$ cat src/rtl/fast9_pkg.sv
// Shared constants, state encoding and arc-counter helper for the FAST-9 corner pipeline.
package fast9_pkg;

  localparam int PIXEL_W     = 8;
  localparam int ADDR_W      = 15;
  localparam int CIRCLE_N    = 16;
  localparam int SLOT_CENTER = 0;
  localparam int SLOT_LAST   = 16;
  localparam int ARC_LEN     = 9;
  // Scan positions needed so every arc start, including ones wrapping 16->1, is seen.
  localparam int SCAN_POS    = CIRCLE_N + ARC_LEN - 1;

  typedef enum logic [1:0] {
    IDLE     = 2'd0,
    CLASSIFY = 2'd1,
    EVAL     = 2'd2,
    DONE     = 2'd3
  } state_t;

  function automatic logic [3:0] arc_step(input logic [3:0] run, input logic hit_bit,
                                          input logic [3:0] lim);
    if (!hit_bit) return 4'd0;
    if (run >= lim) return lim;
    return run + 4'd1;
  endfunction

endpackage

$ cat src/rtl/fast9_classify.sv
// Combinational bright/dark classification of the 16 circle pixels against the centre.
module fast9_classify #(
  parameter int PIXEL_W   = fast9_pkg::PIXEL_W,
  parameter int THRESHOLD = 20
) (
  input  logic [PIXEL_W-1:0]    centre,
  input  logic [16*PIXEL_W-1:0] circle,
  output logic [15:0]           bright,
  output logic [15:0]           dark
);
  import fast9_pkg::*;

  // Two guard bits keep c+t and p+t free of wrap-around.
  localparam int EXT_W = PIXEL_W + 2;
  localparam logic [EXT_W-1:0] T_EXT = EXT_W'(THRESHOLD);

  logic [EXT_W-1:0] c_ext;
  assign c_ext = {2'b00, centre};

  genvar gi;
  for (gi = 0; gi < CIRCLE_N; gi++) begin : g_cmp
    logic [EXT_W-1:0] p_ext;
    assign p_ext      = {2'b00, circle[gi*PIXEL_W +: PIXEL_W]};
    assign bright[gi] = p_ext > (c_ext + T_EXT);
    assign dark[gi]   = (p_ext + T_EXT) < c_ext;
  end

endmodule

$ cat src/rtl/fast9_corner_eval.sv
// FAST-9 corner evaluator: captures 17 slots, classifies on readen, scans 2 positions/cycle for a 9-arc.
module fast9_corner_eval #(
  parameter int PIXEL_W   = fast9_pkg::PIXEL_W,
  parameter int ADDR_W    = fast9_pkg::ADDR_W,
  parameter int THRESHOLD = 20,
  parameter int ARC_LEN   = fast9_pkg::ARC_LEN
) (
  input  logic              clock,
  input  logic              reset,
  input  logic [PIXEL_W-1:0] pixelIn,
  input  logic              pixelValid,
  input  logic [4:0]        regAddr,
  input  logic              readen,
  input  logic [ADDR_W-1:0] refAddr,
  output logic              busy,
  output logic              cornerValid,
  output logic              isCorner,
  output logic              cornerDark,
  output logic [ADDR_W-1:0] cornerAddr,
  output logic              overrun
);
  import fast9_pkg::*;

  localparam logic [3:0] ARC_LIM  = 4'(ARC_LEN);
  localparam logic [3:0] EVAL_END = 4'(SCAN_POS / 2 - 1);

  state_t state_q, state_d;

  logic [PIXEL_W-1:0] buf_q [0:SLOT_LAST];
  logic [PIXEL_W-1:0] buf_d [0:SLOT_LAST];
  logic [15:0]        bright_mask_q, bright_mask_d, dark_mask_q, dark_mask_d;
  logic [3:0]         run_b_q, run_b_d, run_k_q, run_k_d, eval_cnt_q, eval_cnt_d;
  logic               hit_b_q, hit_b_d, hit_k_q, hit_k_d;
  logic [ADDR_W-1:0]  addr_q, addr_d, corner_addr_q, corner_addr_d;
  logic               is_corner_q, is_corner_d, corner_dark_q, corner_dark_d;
  logic               overrun_q, overrun_d;

  logic [16*PIXEL_W-1:0] circle_w;
  logic [15:0]           bright_w, dark_w;
  logic [3:0]            idx0, idx1, run_b_mid, run_k_mid;

  always_comb begin
    circle_w = '0;
    for (int i = 0; i < CIRCLE_N; i++) circle_w[i*PIXEL_W +: PIXEL_W] = buf_q[i+1];
  end

  fast9_classify #(.PIXEL_W(PIXEL_W), .THRESHOLD(THRESHOLD)) u_classify (
    .centre (buf_q[SLOT_CENTER]),
    .circle (circle_w),
    .bright (bright_w),
    .dark   (dark_w)
  );

  always_ff @(posedge clock) begin
    if (reset) begin
      state_q       <= IDLE;
      for (int i = 0; i <= SLOT_LAST; i++) buf_q[i] <= '0;
      bright_mask_q <= '0;
      dark_mask_q   <= '0;
      run_b_q       <= '0;
      run_k_q       <= '0;
      eval_cnt_q    <= '0;
      hit_b_q       <= 1'b0;
      hit_k_q       <= 1'b0;
      addr_q        <= '0;
      corner_addr_q <= '0;
      is_corner_q   <= 1'b0;
      corner_dark_q <= 1'b0;
      overrun_q     <= 1'b0;
    end else begin
      state_q       <= state_d;
      for (int i = 0; i <= SLOT_LAST; i++) buf_q[i] <= buf_d[i];
      bright_mask_q <= bright_mask_d;
      dark_mask_q   <= dark_mask_d;
      run_b_q       <= run_b_d;
      run_k_q       <= run_k_d;
      eval_cnt_q    <= eval_cnt_d;
      hit_b_q       <= hit_b_d;
      hit_k_q       <= hit_k_d;
      addr_q        <= addr_d;
      corner_addr_q <= corner_addr_d;
      is_corner_q   <= is_corner_d;
      corner_dark_q <= corner_dark_d;
      overrun_q     <= overrun_d;
    end
  end

  always_comb begin
    state_d = state_q;
    case (state_q)
      IDLE:     if (readen) state_d = CLASSIFY;
      CLASSIFY: state_d = EVAL;
      EVAL:     if (eval_cnt_q == EVAL_END) state_d = DONE;
      DONE:     state_d = IDLE;
      default:  state_d = IDLE;
    endcase
  end

  always_comb begin
    busy        = (state_q != IDLE);
    cornerValid = (state_q == DONE);
  end

  assign isCorner   = is_corner_q;
  assign cornerDark = corner_dark_q;
  assign cornerAddr = corner_addr_q;
  assign overrun    = overrun_q;

  // Scan index k = 2*eval_cnt (+1); mask bit (k mod 16) is circle position (k mod 16)+1.
  assign idx0      = {eval_cnt_q[2:0], 1'b0};
  assign idx1      = {eval_cnt_q[2:0], 1'b1};
  assign run_b_mid = arc_step(run_b_q, bright_mask_q[idx0], ARC_LIM);
  assign run_k_mid = arc_step(run_k_q, dark_mask_q[idx0], ARC_LIM);

  always_comb begin
    for (int i = 0; i <= SLOT_LAST; i++) buf_d[i] = buf_q[i];
    bright_mask_d = bright_mask_q;
    dark_mask_d   = dark_mask_q;
    run_b_d       = run_b_q;
    run_k_d       = run_k_q;
    eval_cnt_d    = eval_cnt_q;
    hit_b_d       = hit_b_q;
    hit_k_d       = hit_k_q;
    addr_d        = addr_q;
    corner_addr_d = corner_addr_q;
    is_corner_d   = is_corner_q;
    corner_dark_d = corner_dark_q;
    overrun_d     = overrun_q;

    for (int i = 0; i <= SLOT_LAST; i++)
      if (pixelValid && regAddr == 5'(i)) buf_d[i] = pixelIn;

    if (readen) begin
      if (state_q == IDLE) addr_d = refAddr;
      else                 overrun_d = 1'b1;
    end

    case (state_q)
      CLASSIFY: begin
        bright_mask_d = bright_w;
        dark_mask_d   = dark_w;
        run_b_d       = '0;
        run_k_d       = '0;
        eval_cnt_d    = '0;
        hit_b_d       = 1'b0;
        hit_k_d       = 1'b0;
      end
      EVAL: begin
        run_b_d    = arc_step(run_b_mid, bright_mask_q[idx1], ARC_LIM);
        run_k_d    = arc_step(run_k_mid, dark_mask_q[idx1], ARC_LIM);
        hit_b_d    = hit_b_q | (run_b_mid == ARC_LIM) | (run_b_d == ARC_LIM);
        hit_k_d    = hit_k_q | (run_k_mid == ARC_LIM) | (run_k_d == ARC_LIM);
        eval_cnt_d = eval_cnt_q + 4'd1;
        if (eval_cnt_q == EVAL_END) begin
          is_corner_d   = hit_b_d | hit_k_d;
          corner_dark_d = hit_k_d & ~hit_b_d;
          corner_addr_d = addr_q;
        end
      end
      default: ;
    endcase
  end

endmodule

$ cat config.mk
export PLATFORM = sky130hd
export DESIGN_NAME = fast9_corner_eval
export DESIGN_NICKNAME = d
export VERILOG_FILES = /design/src/rtl/fast9_pkg.sv /design/src/rtl/fast9_classify.sv /design/src/rtl/fast9_corner_eval.sv
export SDC_FILE = /design/constraint.sdc
export NUM_CORES = 1
export LEC_CHECK = 0
export BUFFER_PORTS_ARGS = -buffer_cell sky130_fd_sc_hd__buf_2
export CAP_MARGIN = 30
export CORE_MARGIN = 10
export CORE_UTILIZATION = 63
export CTS_CLUSTER_SIZE = 20
export DETAILED_ROUTE_END_ITERATION = 6
export GPL_TIMING_DRIVEN = 0
export PLACE_DENSITY_LB_ADDON = 0.05
export REMOVE_ABC_BUFFERS = 1
export SLEW_MARGIN = 20
export SYNTH_ARGS = -nofsm -noshare
export SYNTH_HDL_FRONTEND = slang
export SYNTH_SLANG_ARGS = --single-unit
$ cat constraint.sdc
create_clock -name clock -period 3.5 [get_ports clock]
set_clock_uncertainty 0.15 [all_clocks]
set_input_delay 0.175 -clock clock [delete_from_list [all_inputs] [get_ports clock]]
set_output_delay 0.175 -clock clock [all_outputs]
set_load 0.02 [all_outputs]
* Yosys cells after proc, flatten, opt, wreduce, memory -nomap -nowiden
Memories as Yosys holds them, arrays and structs flattened.
Cells that the tools add are included.
** Cells by class
- Magnitude comparators :: 38
- $add $sub $neg :: 22
- Mux-type cells :: 85
- Bitwise gates (word level) :: 25
- Reduce and logical (&&, ||, !) cells :: 25
- Eq/ne operators :: 26
** Operators by type and width (count)
- $mux 8 :: 34
- $lt 10x8->1 :: 16
- $add 8x5->9 const B :: 17
- $gt 8x10->1 :: 15
- $mux 4 :: 18
- $eq 5x4->1 const B :: 8
- $pmux 4 s2 :: 3
- $or 1x1->1 :: 22
- $mux 1 :: 21
- $add 4x1->4 const B :: 5
- $eq 4x4->1 const B :: 5
- $eq 5x3->1 const B :: 4
- $logic_and 1x1->1 :: 17
- $ge 4x4->1 const B :: 4
- $bmux 1 s3 :: 4
- $eq 5x2->1 const B :: 2
- $lt 4x5->1 const B :: 2
- $gt 8x9->1 :: 1
- $pmux 2 s4 :: 1
- $reduce_and 2->1 :: 4
- $eq 5x1->1 const B :: 1
- $eq 5x5->1 const B :: 1
- $logic_not 5->1 :: 1
- $eq 2x2->1 const B :: 2
- other kinds (8) :: 13
** Word-level totals
- Input bits :: 32
- Memory bits (writable) :: 136
- Memories :: 1
- Bits in registers :: 81
** Memories
- buf_q :: words 17, width 8, read ports 17, clocked after Yosys merged registers in 0, wr ports 17, line fast9_corner_eval.sv:29 : logic [PIXEL_W-1:0] buf_q [0:SLOT_LAST];

* Longest topological paths before layout
Gate-level depths: netlist (run 1).
- Depth after elaboration :: 17
- Gate-level depth with buffers :: 12
- Mapped depth without buffers :: 12

* Hierarchy
From an unflattened synthesis (run 1), not the netlist that was laid out.
** Second synthesis, totals
- Cell total of the unflattened synthesis :: 1691
- Area, all modules :: 14729.1 um^2
** Modules (own cells, without submodules)
- fast9_corner_eval :: instances 1, cells an instance 927, area an instance 8577.0 um^2, seq. area each 4344.2 um^2
- fast9_classify :: instances 1, cells an instance 764, area an instance 6152.2 um^2, seq. area each 0.0 um^2

* Worst setup path before layout (run 1)
No wires, ideal clock.
- Path kind :: flip-flop to flip-flop
- Start :: memory buf_q[0][2]
- End :: register bright_mask_q[0]
- Stages on the path, launching flop included :: 11
- Library setup time :: 0.122 ns
- Arrival :: 2.686 ns
- Buffers on the path :: 0
- Path slack :: 0.542 ns
- Cells stage by stage :: dfxtp_1 > ha_1 > o21ai_0 > xnor2_1 > ha_1 > nand4_1 > nor2_1 > nor2_1 > nand2_1 > a21oi_1 > a221o_1
** RTL lines
- from (decl) :: line fast9_corner_eval.sv:29
- to (signal assigned) :: line fast9_corner_eval.sv:73 : bright_mask_q <= bright_mask_d;
- to (decl) :: line fast9_corner_eval.sv:31 : logic [15:0] bright_mask_q, bright_mask_d, dark_mask_q, dark_mask_d;

* Worst setup path after layout (run 1)
- Start :: register eval_cnt_q[1]
- End :: register is_corner_q, in the netlist isCorner
** Between the ends
- Word-level cells in the longest chain between the ends :: 13
- Elaborated cells on any way between the ends :: 43
- Classes of those cells :: add/sub: 2; order compare: 2; eq/ne: 5; mux: 28; bitwise: 5; reduce/logical: 1
** RTL lines
- from (decl) :: line fast9_corner_eval.sv:32 : logic [3:0] run_b_q, run_b_d, run_k_q, run_k_d, eval_cnt_q, eval_cnt_d;
- from (signal assigned) :: line fast9_corner_eval.sv:77 : eval_cnt_q <= eval_cnt_d;
- $bmux 1 s3, on equally long branches :: line fast9_corner_eval.sv:112, fast9_corner_eval.sv:113
- $mux 1, on equally long branches :: line fast9_corner_eval.sv:112, fast9_corner_eval.sv:113
- $mux 4 :: line fast9_pkg.sv:23 : if (run >= lim) return lim;
- $ge 4x4->1 :: line fast9_pkg.sv:23
- $mux 1 (2 in series) :: line fast9_pkg.sv:23
- $mux 1 :: line fast9_corner_eval.sv:138 : case (state_q)
- $mux 4 :: line fast9_pkg.sv:24 : return run + 4'd1;
- $mux 4 :: line fast9_pkg.sv:23
- $mux 4 :: line fast9_corner_eval.sv:138
- $eq 4x4->1, on equally long branches :: line fast9_corner_eval.sv:151, fast9_corner_eval.sv:152
- $or 1x1->1, on equally long branches :: line fast9_corner_eval.sv:151, fast9_corner_eval.sv:152
- $or 1x1->1 :: line fast9_corner_eval.sv:155 : is_corner_d = hit_b_d | hit_k_d;
- to (signal assigned) :: line fast9_corner_eval.sv:82 : is_corner_q <= is_corner_d;
- to (decl) :: line fast9_corner_eval.sv:35 : logic is_corner_q, is_corner_d, corner_dark_q, corner_dark_d;
Several ways; a longest one is shown, not always the timed one. The select of a mux whose other input is x is not followed.
A chain may end at the register's enable or synchronous reset.

==> results.md, run 1 <==
* I/O Buffers at 51
* Post-route DRC at 0
* Top post-synthesis cells by area: dfxtp_1 30%, ha_1 22%, mux2i_1 7.9%
* Deepest clock path buffer count at 3
* Mapped Avg Cell Area at 9.083 um^2
* Worst-path maximum fanout at 11
* Wire length per cell at 20.24 um
* Final setup TNS at 0 ns
* Fill count at 1,765
* Synth-to-layout area growth at 13.25%
* Worst-case vdd ir drop at 0.0003739 V
* CTS tree: done
* Worst Path Arrival at 3.56 ns
* Clk slew on worst S/H paths at 0.06 ns
* Post-synth ARST share at 0%
* Critical Path RT at 3.80 ns
* Hold_ws at 0.03065 ns
* DIE HEIGHT at 171.5 um
* Hold Crit Class: in -> reg
* Non-filler instance count after layout at 1,957
* Nature of the critical path endpoint: register
* Largest net degree at the start of global routing at 97
* Final count of negative-setup-slack endpoints at 0
* DIE WIDTH at 171.5 um
* Switching Share at 27.43%
* Number of global-route vias before repair at 11.57k
* Yosys warning count at 0
* Outcome: finished, final reports clean
* Fin nets at 1,940
* Clock root cell: clkbuf_16
* Gr usage total at 26.71%
* First-pass GRT wire length at 62,530 um
* Fin crit period at 3.260 ns
* Via count at 12.13k
* Crit start category: register
* Commonest non-fill, non-tap cell in the layout: ha_1
* Power per standard cell area at 377.7 nW/um^2
* Layout cell share with drive strength beyond 1 at 8.677%
* Worst skew pair latency at 0.53 ns
* #FFs+latches synth at 217
* R2R setup slack at 0.24 ns
* MaxCap Viol Count at 0
* Num ports at 52
* Post-synth top area share at 30.02%
* Clk sink count at 217
* Final period util at 93.15%
* Power Internal at 0.004491 W
* Tot Pwr at 0.006189 W
* Initial Util at 63.91%
* RSZ-0062 raised after global routing: false
* GP Congestion at 0.8907
* Post-layout util at 72.37%
* Number of synthesized flops with an enable pin at 0
* Leakage dissipation at 7.127 nW
* GR Overflow Total at 0
* TritonCTS buffer count at 25
* Most frequent cells in the layout: 256 x ha_1, 214 x dfxtp_1, 181 x nor2_1, 148 x nand2_1, 114 x mux2i_1
* Post-Syn Instances at 1,593
* Yosys cell types at 56
* H-tree levels at 1
* Detailed-route wire length at 39,600 um
* Initial DRC Count at 964
* Register area at 4350 um^2
* Worst Setup Path Type: reg -> reg
* Synth area leader: dfxtp_1
* Final Hold Viols at 0
* HPWL after detailed placement at 25,890 um
* Post-DRT Antenna Nets at 0
* Drt via density at 6.200
* Synth Flop Type: dfxtp_1
* Relative slew slack at 32.61%
* Flop pwr share at 42.1%
* Fmax at 306.7 MHz
* Initial antenna violation count at 1
* Multi-input gate area at 9727 um^2
* Max-slew violation count at 0
* DRT Pass-1 Iters at 5
* Synth Cell Area at 14,470 um^2
* Core area at 22,640 um^2
* Slew at the pin with the worst max-slew slack at 1.005 ns
* Switching pwr at 0.001698 W
* Rows at 55
* Die ar. at 29,430 um^2
* Placed insts at 1,882
* Seq/Total Area, Yosys at 30.02%
* Logic pwr share at 14.0%
* Clock power frac at 44.0%
[per-layer routing]
layer | share of wire, % | track usage, %
met1 | 44 | 35.46
met2 | 45 | 43.54
met3 | 7.4 | 3.828
met4 | 3.2 | 8.809
met5 | 0 | 0
[power by group through the flow]
stage	clock (W)	combinational, W	sequential (W)
after floorplan	0	0.000477	0.00264
after global placement	0	0.000747	0.00265
after detailed placement	0	0.000812	0.00266
after CTS	0.00275	0.000852	0.00260
after global routing	0.00284	0.000940	0.00261
final	0.00272	0.000864	0.00260
[layout make-up]
| cell class | count | share of cell area, % |
|---|---|---|
| diodes | 1 | 0.01527 |
| clock buffers | 37 | 4.643 |
| clock inverters | 9 | 0.6032 |
| inverters | 57 | 1.306 |
| multi-input cells | 1254 | 59.36 |
| flip-flops and latches | 217 | 26.55 |
| well taps | 285 | 2.176 |
| repair buffers | 97 | 5.345 |
[timing repair]
item | in CTS | in global routing
hold endpoints to repair | 107 | 0
endpoints found under the setup margin | 3 | 4
pin swaps | 0 | 0
buffers inserted | 0 | 0
hold buffers | 26 | 0
gates resized for setup | 1 | 2
[cell families (layout without fill, tap and decap cells)]
logic type	after synthesis	in the layout	share of synthesized area, %
other	0	1	0
AO/OA/AOI/OAI	360	360	17.47
AND/OR/NAND/NOR	441	441	13.14
buffers and inverters	122	200	3.277
multiplexers	126	126	9.651
flip-flops	217	217	30.02
XOR/XNOR	71	71	4.298
adder cells (fa/ha/maj)	256	256	22.14
[critical path, stage by stage, from the launching register on]
cell	delay, ns
dfxtp_2	0.54
mux4_2	0.58
mux2_4	0.34
and3_2	0.23
ha_1	0.35
nor4b_1	0.38
a211oi_2	0.12
o21a_2	0.23
a311oi_2	0.24
[worst paths after layout]
| kind | start | end | cells after the start |
|---|---|---|---|
| setup / recovery | eval_cnt_q[1] | isCorner | 8 |
| hold / removal | pixelIn[7] | buf_q[0][15] | 3 |
| setup reg to reg | eval_cnt_q[1] | isCorner | 8 |
| hold reg to reg | cornerAddr[7] | cornerAddr[7] | 2 |
[registers in the layout, indices dropped and copies added, names as in the netlist]
signal and cells:
addr_q 15, bright_mask_q 16, buf_q 136, cornerAddr 15, cornerDark 1, dark_mask_q 16, eval_cnt_q 4, hit_b_q 1
hit_k_q 1, isCorner 1, overrun 1, run_b_q 4, run_k_q 4, state_q 2
[stage by stage]
step,area [um^2],setup slack (ns)
after floorplan,14210,0.4538
after global placement,14820,-2.508
after detailed placement,15230,0.005583
after CTS,16350,0.1152
after global routing,16380,0.09748
final,16390,0.2398
[synth_stat cells (3+ instances only)]
| cell | number |
|---|---|
| nand2_1 | 148 |
| nand2b_1 | 3 |
| a21oi_1 | 112 |
| o31ai_1 | 3 |
| nand4_1 | 35 |
| a2bb2oi_1 | 3 |
| o2111a_1 | 16 |
| nor2b_1 | 23 |
| a31oi_1 | 4 |
| ha_1 | 256 |
| xnor2_1 | 53 |
| o21a_1 | 96 |
| nor2_1 | 184 |
| mux4_1 | 6 |
| nand3_1 | 35 |
| and2_1 | 3 |
| clkbuf_1 | 62 |
| a2111oi_0 | 16 |
| o21ai_0 | 25 |
| a22o_1 | 16 |
| xor2_1 | 18 |
| o211ai_1 | 32 |
| mux2i_1 | 114 |
| dfxtp_1 | 217 |
| inv_1 | 57 |
| a221o_1 | 16 |
| a32oi_1 | 3 |
(Power assumes the default switching activity.)
==> run 2: changes to the inputs <==
Clock period 3.5 ns to 3.44 ns, I/O delays scaled along.
==> run 2 against run 1 <==
Critical path type unchanged. Non-clock buffer count is 1 higher. Final area hardly changed. Highest routed layer unchanged. Worst hold slack better by 0.033 ns.
==> results.md, run 2 (synthesized netlist as in run 1, its figures left out) <==
* Leakage dissipation at 7.129 nW (was 7.127 nW)
* Final setup TNS at 0 ns (unchanged)
* HPWL after detailed placement at 25,890 um (unchanged)
* I/O Buffers at 51 (unchanged)
* Worst skew pair latency at 0.53 ns (about the same)
* Clk slew on worst S/H paths at 0.06 ns (about the same)
* Max reg flops at 136 (unchanged)
* Worst Path Arrival at 3.55 ns (was 3.56 ns)
* Post-layout util at 72.42% (was 72.37%)
* Nature of the critical path endpoint: register (unchanged)
* Outcome: finished, final reports clean (unchanged)
* Fin crit period at 3.256 ns (was 3.260 ns)
* Relative slew slack at 33.53% (was 32.61%)
* Most frequent cells in the layout: 256 x ha_1, 214 x dfxtp_1, 181 x nor2_1, 148 x nand2_1, 114 x mux2i_1 (unchanged)
* R2R setup slack at 0.18 ns (was 0.24 ns)
* Deepest clock path buffer count at 3 (unchanged)
* Worst-case vdd ir drop at 0.0003806 V (was 0.0003739 V)
* Final period util at 94.65% (was 93.15%)
* Synth-to-layout area growth at 13.32% (was 13.25%)
* Placed insts at 1,882 (unchanged)
* Commonest non-fill, non-tap cell in the layout: ha_1 (unchanged)
* GR Overflow Total at 0 (unchanged)
* Crit start category: register (unchanged)
* Post-CTS Setup Inserts at 0 (unchanged)
* Wire length per cell at 20.21 um (was 20.24 um)
* Largest net degree at the start of global routing at 97 (unchanged)
* Fmax at 307.1 MHz (was 306.7 MHz)
* Worst Setup Path Type: reg -> reg (unchanged)
* RSZ-0062 raised after global routing: false (unchanged)
* Rows at 55 (unchanged)
* Initial Util at 63.91% (unchanged)
* First-pass GRT wire length at 62,510 um (was 62,530 um)
* DIE WIDTH at 171.5 um (unchanged)
* Largest regs: buf_q: 136 flops, bright_mask_q: 16 flops, dark_mask_q: 16 flops (unchanged)
* Layout cell share with drive strength beyond 1 at 8.672% (was 8.677%)
* Final Hold Viols at 0 (unchanged)
* Cell area after layout at 16,400 um^2 (was 16,390 um^2)
* Most flops, register: buf_q (unchanged)
* Critical Path RT at 3.74 ns (was 3.80 ns)
* Gr usage total at 26.69% (was 26.71%)
* Slew at the pin with the worst max-slew slack at 0.9916 ns (was 1.005 ns)
* Initial DRC Count at 865 (was 964)
* Number of global-route vias before repair at 11.55k (was 11.57k)
* Non-filler instance count after layout at 1,958 (was 1,957)
* H-tree levels at 1 (unchanged)
* Hold_ws at 0.06330 ns (was 0.03065 ns)
* Via count at 12.18k (was 12.13k)
* Die ar. at 29,430 um^2 (unchanged)
* Placed Area at 15,230 um^2 (unchanged)
* Clock root cell: clkbuf_16 (unchanged)
* TritonCTS buffer count at 25 (unchanged)
* Min-delay src: pixelIn[5] (was pixelIn[7])
* GP Congestion at 0.8907 (unchanged)
* Setup crit start: eval_cnt_q[1] (unchanged)
* RR Startpoint: eval_cnt_q[1] (unchanged)
* CTS tree: done (unchanged)
* Num ports at 52 (unchanged)
* Post-DRT Antenna Nets at 0 (unchanged)
* Core area at 22,640 um^2 (unchanged)
* Initial antenna violation count at 1 (unchanged)
* Hold Crit Class: in -> reg (unchanged)
* Post-route DRC at 0 (unchanged)
* DRT Pass-1 Iters at 5 (unchanged)
* Power per standard cell area at 384.1 nW/um^2 (was 377.7 nW/um^2)
* Drt via density at 6.220 (was 6.200)
* Detailed-route wire length at 39,570 um (was 39,600 um)
* Final count of negative-setup-slack endpoints at 0 (unchanged)
* Clk sink count at 217 (unchanged)
* DIE HEIGHT at 171.5 um (unchanged)
* Max-slew violation count at 0 (unchanged)
* Fin nets at 1,941 (was 1,940)
* Worst-path maximum fanout at 11 (unchanged)
* MaxCap Viol Count at 0 (unchanged)
run 2: cell types whose count changed in the layout (fill, tap and decap cells not counted), sizes merged:
cell and change:
dlygate4sd3 +1
run 2: layout make-up:
class | instances | area (um^2)
Multi-Input combinational cell | 1254 | 9727
Fill cell | 1761 | 6245
Tap cell | 285 | 356.6
Clock buffer | 37 | 760.7
Inverter | 57 | 214.0
Sequential cell | 217 | 4350
Timing Repair Buffer | 98 | 885.9
Clock inverter | 9 | 98.84
Antenna cell | 1 | 2.502
run 2: worst max-delay path, cell delays in order (launching register included):
cell      delay (ns)
dfxtp_2         0.54
mux4_2          0.59
mux2_4          0.33
and3_2          0.23
ha_1            0.35
nor4b_1         0.38
a211oi_2        0.12
o21a_2          0.23
a311oi_2        0.24
run 2: timing repair:
item / in CTS / in global routing
setup endpoints to repair: 3 / 5
resized for setup: 1 / 2
hold buffers: 27 / 0
hold endpoints to repair: 110 / 0
run 2: final timing paths:
check | end | cells after the start
worst min-delay path | buf_q[0][13] | 3
worst max-delay path | isCorner | 8
worst min register to register | cornerAddr[7] | 2
worst max register to register | isCorner | 8
run 2: where the power goes:
part	total [W]	leakage (nW)	switching (W)	internal (W)
Clock	0.00277	0.433	0.00109	0.00167
Sequential	0.00265	1.75	0.0000633	0.00259
Combinational	0.000880	4.94	0.000569	0.000311
Total	0.00630	7.13	0.00173	0.00457
run 2: layer usage:
metal / part of all wire, % / global-route usage (%) / vias to the layer above
li1: - / - / 5889
met1: 44 / 35.39 / 5815
met2: 45 / 43.65 / 390
met3: 7.3 / 3.851 / 85
met4: 2.9 / 8.582 / 0
met5: 0 / 0 / -
run 2: stage by stage:
| stage | worst slack, ns | total power [W] |
|---|---|---|
| detailed placement | -0.05442 | 0.003529 |
| CTS | 0.05523 | 0.006311 |
| floorplan | 0.3938 | 0.003174 |
| global route | 0.03748 | 0.006506 |
| global placement | -2.565 | 0.003461 |
| finish | 0.1839 | 0.006298 |
==> run 3: changes to the inputs <==
Settings changed: CORE_MARGIN 10 to 5.
==> run 3 against run 2 <==
Register-to-register slack gained 0.03 ns. Critical path depth is 2 higher. Combinational power decreased by 3.2%. Highest routed layer unchanged. Worst setup slack improved by 0.031 ns. Sequential share of layout area grew 0.29 points. Fmax is 0.96% higher. Flip-flop and latch count unchanged.
==> results.md, run 3 (synthesized netlist as in run 1, its figures left out) <==
* First-pass GRT wire length at 62,320 um (was 62,510 um)
* Leakage dissipation at 7.032 nW (was 7.129 nW)
* Wire length per cell at 20.15 um (was 20.21 um)
* Number of global-route vias before repair at 11.60k (was 11.55k)
* Worst-path maximum fanout at 11 (unchanged)
* Tot Pwr at 0.006185 W (was 0.006298 W)
* Cell area after layout at 16,230 um^2 (was 16,400 um^2)
* Flop pwr share at 42.8% (was 42.1%)
* Clock root cell: clkbuf_16 (unchanged)
* Slew at the pin with the worst max-slew slack at 1.041 ns (was 0.9916 ns)
* # diodes at 0 (was 1)
* Initial Util at 63.91% (unchanged)
* H-tree levels at 1 (unchanged)
* Placed Area at 15,220 um^2 (was 15,230 um^2)
* Power per standard cell area at 381.1 nW/um^2 (was 384.1 nW/um^2)
* Final period util at 93.75% (was 94.65%)
* Largest regs: buf_q: 136 flops, bright_mask_q: 16 flops, dark_mask_q: 16 flops (unchanged)
* Hold Crit Class: in -> reg (unchanged)
* Critical Path RT at 3.69 ns (was 3.74 ns)
* I/O Buffers at 51 (unchanged)
* Layout cell share with drive strength beyond 1 at 8.499% (was 8.672%)
* Core area at 22,640 um^2 (unchanged)
* Most frequent cells in the layout: 256 x ha_1, 214 x dfxtp_1, 181 x nor2_1, 148 x nand2_1, 114 x mux2i_1 (unchanged)
* Logic pwr share at 13.8% (was 14.0%)
* DRT Pass-1 Iters at 6 (was 5)
* TritonCTS buffer count at 25 (unchanged)
* Setup crit start: eval_cnt_q[1] (unchanged)
* Fin crit period at 3.225 ns (was 3.256 ns)
* Post-CTS Setup Inserts at 0 (unchanged)
* Fmax at 310.1 MHz (was 307.1 MHz)
* Nature of the critical path endpoint: register (unchanged)
* Initial DRC Count at 789 (was 865)
* Switching Share at 27.57% (was 27.43%)
* RR Startpoint: eval_cnt_q[1] (unchanged)
* Min-delay src: regAddr[2] (was pixelIn[5])
* Clock power frac at 43.4% (was 44.0%)
* DIE WIDTH at 161.5 um (was 171.5 um)
* Synth-to-layout area growth at 12.17% (was 13.32%)
* Rows at 55 (unchanged)
* Post-DRT Antenna Nets at 0 (unchanged)
* Non-filler instance count after layout at 1,944 (was 1,958)
* Final WS setup at 0.2150 ns (was 0.1839 ns)
* CTS tree: done (unchanged)
* Max-slew violation count at 0 (unchanged)
* Worst Path Arrival at 3.47 ns (was 3.55 ns)
* Fin nets at 1,930 (was 1,941)
* Switching pwr at 0.001705 W (was 0.001727 W)
* GR Overflow Total at 0 (unchanged)
* MaxCap Viol Count at 0 (unchanged)
* Gr usage total at 29.49% (was 26.69%)
* Outcome: finished, final reports clean (unchanged)
* Drt via density at 6.248 (was 6.220)
* Most flops, register: buf_q (unchanged)
* RSZ-0062 raised after global routing: false (unchanged)
* Relative slew slack at 30.32% (was 33.53%)
* Power Internal at 0.004480 W (was 0.004571 W)
* Crit start category: register (unchanged)
* Worst-case vdd ir drop at 0.0003589 V (was 0.0003806 V)
* Final Hold Viols at 0 (unchanged)
* Worst Setup Path Type: reg -> reg (unchanged)
* Final setup TNS at 0 ns (unchanged)
* Clk sink count at 217 (unchanged)
* Via count at 12.15k (was 12.18k)
* Post-route DRC at 0 (unchanged)
* Initial antenna violation count at 0 (was 1)
* Deepest clock path buffer count at 3 (unchanged)
* Commonest non-fill, non-tap cell in the layout: ha_1 (unchanged)
* Max reg flops at 136 (unchanged)
* Largest net degree at the start of global routing at 111 (was 97)
* Die ar. at 26,100 um^2 (was 29,430 um^2)
* Num ports at 52 (unchanged)
* Detailed-route wire length at 39,170 um (was 39,570 um)
* Worst skew pair latency at 0.53 ns (about the same)
* Final count of negative-setup-slack endpoints at 0 (unchanged)
* Placed insts at 1,882 (unchanged)
* Clk slew on worst S/H paths at 0.07 ns (was 0.06 ns)
* HPWL after detailed placement at 25,690 um (was 25,890 um)
* DIE HEIGHT at 161.5 um (was 171.5 um)
* Setup WS pre-CTS at -0.1729 ns (was -0.05442 ns)
* Fill count at 1,782 (was 1,761)
* GP Congestion at 0.8848 (was 0.8907)
run 3: cell count changes in the layout (fill, tap and decap cells not counted), moves of 2 or more:
cell,previous run,this run
dlygate4sd3_1,27,17
buf_8,6,9
clkbuf_8,9,6
buf_16,7,5
buf_6,6,4
run 3: layer usage:
metal  vias up  wire length, um  share of wire (%)  track usage, %
met5         -                0                  0               0
met4         0             1640                4.2           11.01
met3       112             2502                6.4           3.828
met2       380            18030                 46           49.06
met1      5809            17000                 43           39.26
li1       5845                -                  -               -
run 3: final timing paths:
kind / endpoint / slack [ns] / cells past startpoint
max: hit_b_q / 0.21 / 10
min reg2reg: cornerAddr[12] / 0.30 / 2
min: buf_q[0][13] / 0.03 / 4
max reg2reg: hit_b_q / 0.21 / 10
run 3: timing repair:
action | in CTS | in global routing
setup endpoints to repair | 4 | 7
endpoints found under the hold margin | 91 | 0
hold buffers | 17 | 0
gates resized for setup | 1 | 3
run 3: worst max-delay path, cell delays in order, from the launching register on:
cell       delay, ns
dfxtp_4         0.49
mux4_1          0.67
mux2_4          0.36
o21ai_2         0.09
ha_1            0.18
o31ai_1         0.06
a31oi_1         0.18
o21ai_0         0.19
o31ai_2         0.47
a2bb2oi_1       0.19
nor2_1          0.05
run 3: layout make-up:
class / instances / area [um^2] / area share [%]
multi-input combinational: 1254 / 9732 / 59.96
sequential: 217 / 4353 / 26.82
timing repair buffer: 87 / 753.2 / 4.641
clock buffer: 35 / 723.2 / 4.456
tap: 285 / 356.6 / 2.197
inverter: 57 / 214.0 / 1.318
clock inverter: 9 / 97.59 / 0.6013
run 3: per-stage QoR:
step / hold WS, ns / utilization [%]
2_1_floorplan: 0.08986 / -
3_3_place_gp: 0.2669 / 65.46
3_5_place_dp: 0.2752 / 67.22
4_1_cts: 0.01006 / 71.61
5_1_grt: 0.04512 / 71.68
6_report: 0.02685 / 71.68
run 3: power groups by stage:
stage               Sequential (W)  Clock (W)  Combinational (W)
global route               0.00266    0.00283           0.000929
CTS                        0.00265    0.00271           0.000845
floorplan                  0.00269          0           0.000486
global placement           0.00270          0           0.000757
detailed placement         0.00270          0           0.000827
finish                     0.00265    0.00268           0.000852
